**src/rtl/mem_access_unit.sv**
```systemverilog
// Load/store initiator for a single-port word memory with combinational read.
// One request in flight at a time; strobes and response are all registered.
module mem_access_unit #(
  parameter int n           = 64,
  parameter int LogSize     = 10,
  parameter int ReadLatency = 1
) (
  input  logic         clk,
  input  logic         rst_n,
  input  logic         req_valid,
  output logic         req_ready,
  input  logic         req_write,
  input  logic [n-1:0] req_addr,
  input  logic [n-1:0] req_wdata,
  output logic         resp_valid,
  input  logic         resp_ready,
  output logic [n-1:0] resp_rdata,
  output logic         resp_err,
  output logic [n-1:0] mem_addr,
  output logic [n-1:0] mem_wdata,
  output logic         mem_read,
  output logic         mem_write,
  input  logic [n-1:0] mem_rdata
);

  typedef enum logic [1:0] {IDLE, WRITE, READ_WAIT, RESP} state_t;

  localparam logic [3:0] CntInit = 4'(ReadLatency - 1);

  state_t       state_q, state_d;
  logic         req_ready_q, req_ready_d;
  logic         resp_valid_q, resp_valid_d;
  logic [n-1:0] resp_rdata_q, resp_rdata_d;
  logic         resp_err_q, resp_err_d;
  logic [n-1:0] mem_addr_q, mem_addr_d;
  logic [n-1:0] mem_wdata_q, mem_wdata_d;
  logic         mem_read_q, mem_read_d;
  logic         mem_write_q, mem_write_d;
  logic [3:0]   cnt_q, cnt_d;
  logic         out_of_range;

  assign out_of_range = |req_addr[n-1:LogSize];

  always_comb begin
    state_d      = state_q;
    req_ready_d  = req_ready_q;
    resp_valid_d = resp_valid_q;
    resp_rdata_d = resp_rdata_q;
    resp_err_d   = resp_err_q;
    mem_addr_d   = mem_addr_q;
    mem_wdata_d  = mem_wdata_q;
    mem_read_d   = mem_read_q;
    mem_write_d  = mem_write_q;
    cnt_d        = cnt_q;

    case (state_q)
      IDLE: begin
        if (req_valid && req_ready_q) begin
          req_ready_d = 1'b0;
          // Out-of-range requests never touch the memory.
          if (out_of_range) begin
            state_d      = RESP;
            resp_valid_d = 1'b1;
            resp_err_d   = 1'b1;
            resp_rdata_d = '0;
          end else if (req_write) begin
            state_d     = WRITE;
            mem_write_d = 1'b1;
            mem_addr_d  = req_addr;
            mem_wdata_d = req_wdata;
          end else begin
            state_d    = READ_WAIT;
            mem_read_d = 1'b1;
            mem_addr_d = req_addr;
            cnt_d      = CntInit;
          end
        end
      end
      WRITE: begin
        mem_write_d  = 1'b0;
        state_d      = RESP;
        resp_valid_d = 1'b1;
        resp_rdata_d = '0;
        resp_err_d   = 1'b0;
      end
      READ_WAIT: begin
        if (cnt_q == '0) begin
          mem_read_d   = 1'b0;
          resp_rdata_d = mem_rdata;
          resp_valid_d = 1'b1;
          resp_err_d   = 1'b0;
          state_d      = RESP;
        end else begin
          cnt_d = cnt_q - 1'b1;
        end
      end
      RESP: begin
        if (resp_ready) begin
          resp_valid_d = 1'b0;
          resp_err_d   = 1'b0;
          req_ready_d  = 1'b1;
          state_d      = IDLE;
        end
      end
      default: state_d = IDLE;
    endcase
  end

  always_ff @(posedge clk or negedge rst_n) begin
    if (!rst_n) begin
      state_q      <= IDLE;
      req_ready_q  <= 1'b1;
      resp_valid_q <= 1'b0;
      resp_rdata_q <= '0;
      resp_err_q   <= 1'b0;
      mem_addr_q   <= '0;
      mem_wdata_q  <= '0;
      mem_read_q   <= 1'b0;
      mem_write_q  <= 1'b0;
      cnt_q        <= '0;
    end else begin
      state_q      <= state_d;
      req_ready_q  <= req_ready_d;
      resp_valid_q <= resp_valid_d;
      resp_rdata_q <= resp_rdata_d;
      resp_err_q   <= resp_err_d;
      mem_addr_q   <= mem_addr_d;
      mem_wdata_q  <= mem_wdata_d;
      mem_read_q   <= mem_read_d;
      mem_write_q  <= mem_write_d;
      cnt_q        <= cnt_d;
    end
  end

  assign req_ready  = req_ready_q;
  assign resp_valid = resp_valid_q;
  assign resp_rdata = resp_rdata_q;
  assign resp_err   = resp_err_q;
  assign mem_addr   = mem_addr_q;
  assign mem_wdata  = mem_wdata_q;
  assign mem_read   = mem_read_q;
  assign mem_write  = mem_write_q;

endmodule

```
**config.mk**
```make
export PLATFORM = sky130hd
export DESIGN_NAME = mem_access_unit
export DESIGN_NICKNAME = d
export VERILOG_FILES = /design/src/rtl/mem_access_unit.sv
export SDC_FILE = /design/constraint.sdc
export NUM_CORES = 1
export LEC_CHECK = 0
export CAP_MARGIN = 20
export CORE_MARGIN = 8
export CORE_UTILIZATION = 44
export CTS_CLUSTER_SIZE = 14
export DETAILED_ROUTE_END_ITERATION = 6
export PLACE_DENSITY_LB_ADDON = 0.2
export SKIP_CTS_REPAIR_TIMING = 1
export SYNTH_ARGS = -nofsm -noshare
export SYNTH_HDL_FRONTEND = slang
export SYNTH_SLANG_ARGS = --single-unit
```
**constraint.sdc**
```tcl
create_clock -name clk -period 3.9 [get_ports clk]
set_input_delay 0.78 -clock clk [delete_from_list [all_inputs] [get_ports clk]]
set_output_delay 0.78 -clock clk [all_outputs]
set_load 0.005 [all_outputs]
```
==> key figures, run 1 <==
Pwr
  – Net Sw Power: 0.000923 W
  – Leak: 6.11 nW
  – VDD IR max: 0.348 mV
  – Power density over the cells: 341 nW/µm²
  – Flop pwr share: 0.473
  – Int Power: 0.00353 W
  – Sw Ratio: 0.207
  – Clock share of power: 0.471
  – Comb power frac: 0.056

Placement
  – # port buffers: 393
  – Placed Cells: 1242
  – Placer Congestion: 0.759
  – Detailed placer's ending HPWL: 19800 µm

Synthesis
  – Cells after Synth: 641
  – Post-synth top area share: 0.622
  – Netlist cell types: 39
  – Area contributors post-synth: dfrtp_1, mux2i_1, mux2_2
  – Mean Syn Cell Area: 12.7 µm²
  – Async SR Flop Fraction: 1.00
  – Net Count, Synth: 844
  – Synth warn: 0
  – Synthesized cell area: 8130 µm²
  – Leading area contributor after synthesis: dfrtp_1
  – Top FF cell, synth: dfrtp_1
  – Number of synthesized flops with an enable pin: 0
  – Sequential fraction of the synthesis area: 0.625
  – Synth Register Bits: 203

Routing
  – Drt first pass iters: 5
  – Post-route ant nets: 0
  – Post-Route WL: 26400 µm
  – Drt initial violations: 240
  – Vias: 6246
  – Via density: 4.86
  – Drt wl/cell: 20.6 µm
  – DRC violations left: 0

Setup path
  – Crit-path max FO: 64
  – CP startpoint kind: input pin
  – Worst Path Required: 4260 ps
  – CP endpoint kind: flop
  – CP Class: input pin to flop
  – Worst r2r path cells: 8
  – CP arrival: 3440 ps
  – R2R Path End: mem_wdata[46]$_DFFE_PN0P_
  – Crit Reg-Reg Startpoint: state_q[0]$_DFFE_PN0P_
  – Worst R2R Setup Slack: 1230 ps

Clock network
  – TritonCTS clock tree: built
  – CTS buffer count: 22
  – Clk buf depth: 3
  – Clock Latency Late Sink: 490 ps
  – H-tree Lvls: 1
  – Clock transition at path regs: 60 ps
  – Root Buffer: clkbuf_16
  – Clk sinks: 203

STA
  – Final hold vios: 0
  – Tcrit/Tclk final: 0.788
  – TNS Setup: 0 ps
  – Crit path time final: 3070 ps
  – Worst slew margin: 0.448
  – Slew Viols, Final: 0
  – Fmax: 325 MHz
  – Final setup fails: 0
  – Skew final: 10.7 ps
  – Unrepaired setup endpoints after global routing: no
  – Worst-margin pin slew: 827 ps

Finish
  – Layout fillers: 1274
  – Reg area: 5080 µm²
  – Most common cell after layout, fill and taps aside: clkdlybuf4s50_1
  – Share of cells above drive strength 1: 0.0959
  – Most frequent cells in the layout: clkdlybuf4s50_1, dfrtp_1, inv_1
  – Post-Layout Cell Count: 1286
  – Final core occ: 0.723
  – Nets: 1240
  – Synth-to-Final Area Change: 60.4%
  – Area of the multi-input gates: 2620 µm²

Floorplan
  – Initial Util: 0.451
  – Die W: 152 µm
  – # rows: 49
  – Std-Cell Core Area: 18000 µm²
  – Die height: 152 µm
  – Die area: 23100 µm²
  – I/O pins: 394

Global route
  – Initial antenna violation count: 4
  – Vias in the first global route: 6843
  – GRT Residual Overflow: 0
  – GRT Util Overall: 0.225
  – First-pass GRT wire length: 41200 µm
  – Largest net degree at the start of global routing: 93

Flow run
  – Max_cap viols: 0

Status
  – Status: completed

Hold path
  – HP Class: input pin to async pin
[sequential cells by signal (all words and copies together) (netlist names)]
name,count
cnt_q,4
mem_write,1
mem_read,1
req_ready,1
mem_wdata,64
mem_addr,64
resp_err,1
state_q,2
resp_valid,1
resp_rdata,64
[routing by layer]
| layer | vias to the layer above | share of wire | global-route usage |
|---|---|---|---|
| met1 | 3028 | 0.36 | 0.242 |
| met3 | 51 | 0.10 | 0.0937 |
| met2 | 281 | 0.50 | 0.387 |
| met5 | - | 0 | 0 |
| li1 | 2886 | - | - |
| met4 | 0 | 0.034 | 0.0891 |
[cell families (layout without fill, tap and decap cells)]
family / count (synthesis) / after routing / share of synthesized area
buffers and inverters: 103 / 515 / 0.0550
other: 0 / 4 / 0
AO/OA/AOI/OAI: 25 / 25 / 0.0222
AND/OR/NAND/NOR: 164 / 164 / 0.104
multiplexers: 140 / 140 / 0.184
adder cells (fa/ha/maj): 6 / 6 / 0.00924
flip-flops: 203 / 203 / 0.625
[how the worst max path moves through the flow]
stage	from	end	slack (ps)	cells after the start
3_3_place_gp	req_addr[58]	mem_wdata[16]$_DFFE_PN0P_	310	7
6_report	req_addr[58]	mem_wdata[46]$_DFFE_PN0P_	830	7
4_1_cts	req_addr[58]	mem_wdata[46]$_DFFE_PN0P_	810	7
3_5_place_dp	req_addr[58]	mem_wdata[4]$_DFFE_PN0P_	310	7
2_1_floorplan	req_addr[58]	mem_wdata[10]$_DFFE_PN0P_	1450	6
5_1_grt	req_addr[58]	mem_addr[13]$_DFFE_PN0P_	700	7
[metrics by stage]
stage	cell area [µm²]	total power (W)	hold WS [ps]	setup slack (ps)
floorplan	8130	0.00215	484	1450
global route	13000	0.00461	318	701
detailed placement	12300	0.00240	480	312
finish	13000	0.00445	280	827
global placement	12300	0.00240	473	308
CTS	13000	0.00450	310	811
[synth_stat cells (4+ instances only)]
library cell,n
dfrtp_1,202
inv_1,74
nand2_1,72
mux2i_1,66
nor2b_1,55
mux2_2,46
mux2_1,28
nor4_1,14
buf_2,9
clkbuf_1,9
nor2_1,7
buf_6,6
ha_1,6
a21oi_1,5
buf_1,4
nand3_1,4
[layout make-up]
type | count | share of cell area
repair buffers | 401 | 0.309
clock buffers | 26 | 0.0466
multi-input cells | 335 | 0.201
clock inverters | 14 | 0.00960
inverters | 74 | 0.0213
diodes | 4 | 0.000768
well taps | 229 | 0.0220
flip-flops and latches | 203 | 0.390
[worst max-delay path: stages]
cell and delay (ps):
clkdlybuf4s50_1 410, nor4_1 520, nand4_1 410, nor4_4 410, nand2_2 70, buf_4 370, mux2_1 440
[power by group through the flow]
stage	sequential (W)	combinational, W	clock [W]
CTS	0.00211	0.000255	0.00214
floorplan	0.00215	0.00000488	0
global route	0.00210	0.000271	0.00223
global placement	0.00214	0.000251	0
detailed placement	0.00214	0.000253	0
finish	0.00211	0.000249	0.00209
Power figures use the tool's default switching activity.
==> inputs of run 2 (changes only) <==
--- a/config.mk
+++ b/config.mk
@@ -7,7 +7,7 @@
 export LEC_CHECK = 0
 export CAP_MARGIN = 20
 export CORE_MARGIN = 8
-export CORE_UTILIZATION = 44
+export CORE_UTILIZATION = 37
 export CTS_CLUSTER_SIZE = 14
 export DETAILED_ROUTE_END_ITERATION = 6
 export PLACE_DENSITY_LB_ADDON = 0.2
==> constraint.sdc (replaced) <==
create_clock -name clk -period 2.5 [get_ports clk]
set_input_delay 0.5 -clock clk [delete_from_list [all_inputs] [get_ports clk]]
set_output_delay 0.5 -clock clk [all_outputs]
set_load 0.005 [all_outputs]
==> key figures, run 2 (synthesis gave the netlist of run 1 again) <==
Status
  – Status: complete, but fails checks
  – Failing checks: negative hold slack

Routing
  – Post-route ant nets: 0
  – Via density: 4.59
  – Drt first pass iters: 4
  – DRC violations left: 0
  – Vias: 6219
  – Drt wl/cell: 18.8 µm
  – Post-Route WL: 25400 µm
  – Drt initial violations: 290

Global route
  – GRT Residual Overflow: 0
  – GRT Util Overall: 0.181
  – Initial antenna violation count: 0
  – First-pass GRT wire length: 38300 µm
  – Vias in the first global route: 6638
  – Largest net degree at the start of global routing: 71

Pwr
  – Int Power: 0.00551 W
  – Net Sw Power: 0.00148 W
  – Power density over the cells: 525 nW/µm²
  – VDD IR max: 0.505 mV
  – Leak: 6.24 nW
  – Clock share of power: 0.473
  – Flop pwr share: 0.470
  – Comb power frac: 0.057
  – Sw Ratio: 0.212

STA
  – Final hold slack: -7.07 ps
  – Worst slew margin: 0.494
  – Fmax: 441 MHz
  – Final hold vios: 27
  – Slew Viols, Final: 0
  – Unrepaired setup endpoints after global routing: no
  – Skew final: 9.24 ps
  – Tcrit/Tclk final: 0.906
  – Crit path time final: 2270 ps
  – Worst-margin pin slew: 759 ps
  – Final setup fails: 0

Floorplan
  – Die height: 164 µm
  – Initial Util: 0.375
  – Die area: 27000 µm²
  – Die W: 164 µm
  – Std-Cell Core Area: 21700 µm²
  – I/O pins: 394
  – # rows: 54

Setup path
  – CP Cell Sequence: inv_1 > ha_1 > and3_1 > nand3_1 > nor4_4 > buf_4 > mux2_2
  – CP arrival: 2640 ps
  – Worst Path Required: 2880 ps
  – Buf+Inv Stages, Crit Path: 2
  – CP Class: flop to flop
  – CP endpoint kind: flop
  – CP top delay family: simple AND/OR/NAND/NOR gates
  – Slowest CP cell: dfrtp_1
  – Crit-path max FO: 19
  – CP max stage delay: 410 ps
  – CP startpoint kind: flop

Clock network
  – Clock Latency Late Sink: 500 ps
  – Clk sinks: 203
  – Clock transition at path regs: 60 ps
  – Root Buffer: clkbuf_16
  – CTS buffer count: 23
  – H-tree Lvls: 1
  – TritonCTS clock tree: built
  – Clk buf depth: 3

Finish
  – Nets: 1262
  – Most frequent cells in the layout: clkdlybuf4s50_1, dfrtp_1, inv_1
  – Synth-to-Final Area Change: 64.0%
  – ANT cells: 0
  – Final core occ: 0.614
  – Most common cell after layout, fill and taps aside: clkdlybuf4s50_1
  – Share of cells above drive strength 1: 0.113

Placement
  – # port buffers: 393
  – Detailed placer's ending HPWL: 19400 µm
  – Placer Congestion: 0.743

Flow run
  – Max_cap viols: 0

Hold path
  – HP Class: input pin to async pin
-- run 2: metrics by stage --
stage / setup TNS, ps / worst slack [ps] / power [W] / cell area, µm² / cells
6_report: 0 / 234 / 0.00699 / 13300 / 1354
5_1_grt: 0 / 106 / 0.00725 / 13300 / 1354
4_1_cts: 0 / 237 / 0.00711 / 13300 / 1354
3_5_place_dp: -28340 / -245 / 0.00375 / 12600 / 1314
3_3_place_gp: -26850 / -214 / 0.00375 / 12600 / 1314
2_1_floorplan: 0 / 332 / 0.00335 / 8130 / 641
-- run 2: worst reg2reg max path, delay by kind of cell, from the launching register on --
family                   cells  cell delay, ps
adder cells (fa/ha/maj)      1             340
AND/OR/NAND/NOR              3             580
multiplexers                 1             380
buffers and inverters        2             440
flip-flops                   1             410
-- run 2: cell type report --
| type | count | area, µm² |
|---|---|---|
| Sequential cell | 203 | 5080 |
| Inverter | 74 | 278 |
| Multi-Input combinational cell | 335 | 2620 |
| Clock inverter | 10 | 87.6 |
| Tap cell | 280 | 350 |
| Timing Repair Buffer | 422 | 4260 |
| Fill cell | 1744 | 8360 |
| Clock buffer | 30 | 652 |
-- run 2: worst paths after layout --
| path | start | to | slack (ps) | cells after the start |
|---|---|---|---|---|
| worst min-delay path | rst_n | mem_addr[40]$_DFFE_PN0P_ | -7 | 1 |
| worst max-delay path | state_q[0]$_DFFE_PN0P_ | mem_addr[0]$_DFFE_PN0P_ | 230 | 7 |
| worst min register to register | mem_wdata[46]$_DFFE_PN0P_ | mem_wdata[46]$_DFFE_PN0P_ | 490 | 1 |
| worst max register to register | state_q[0]$_DFFE_PN0P_ | mem_addr[0]$_DFFE_PN0P_ | 230 | 7 |
| min in group clk | mem_wdata[46]$_DFFE_PN0P_ | mem_wdata[46]$_DFFE_PN0P_ | 490 | 1 |
| max in group asynchronous | rst_n | mem_wdata[2]$_DFFE_PN0P_ | 1810 | 2 |
-- run 2: metal layers --
layer	part of all wire	global-route usage
met5	0	0
met4	0.023	0.0500
met3	0.12	0.0807
met2	0.50	0.311
met1	0.36	0.201
-- run 2: power groups by stage --
stage | Clock, W | Combinational (W) | Sequential, W
3_3_place_gp | 0 | 0.000403 | 0.00335
3_5_place_dp | 0 | 0.000406 | 0.00335
2_1_floorplan | 0 | 0.00000762 | 0.00335
5_1_grt | 0.00354 | 0.000435 | 0.00328
4_1_cts | 0.00341 | 0.000409 | 0.00328
6_report | 0.00331 | 0.000400 | 0.00329
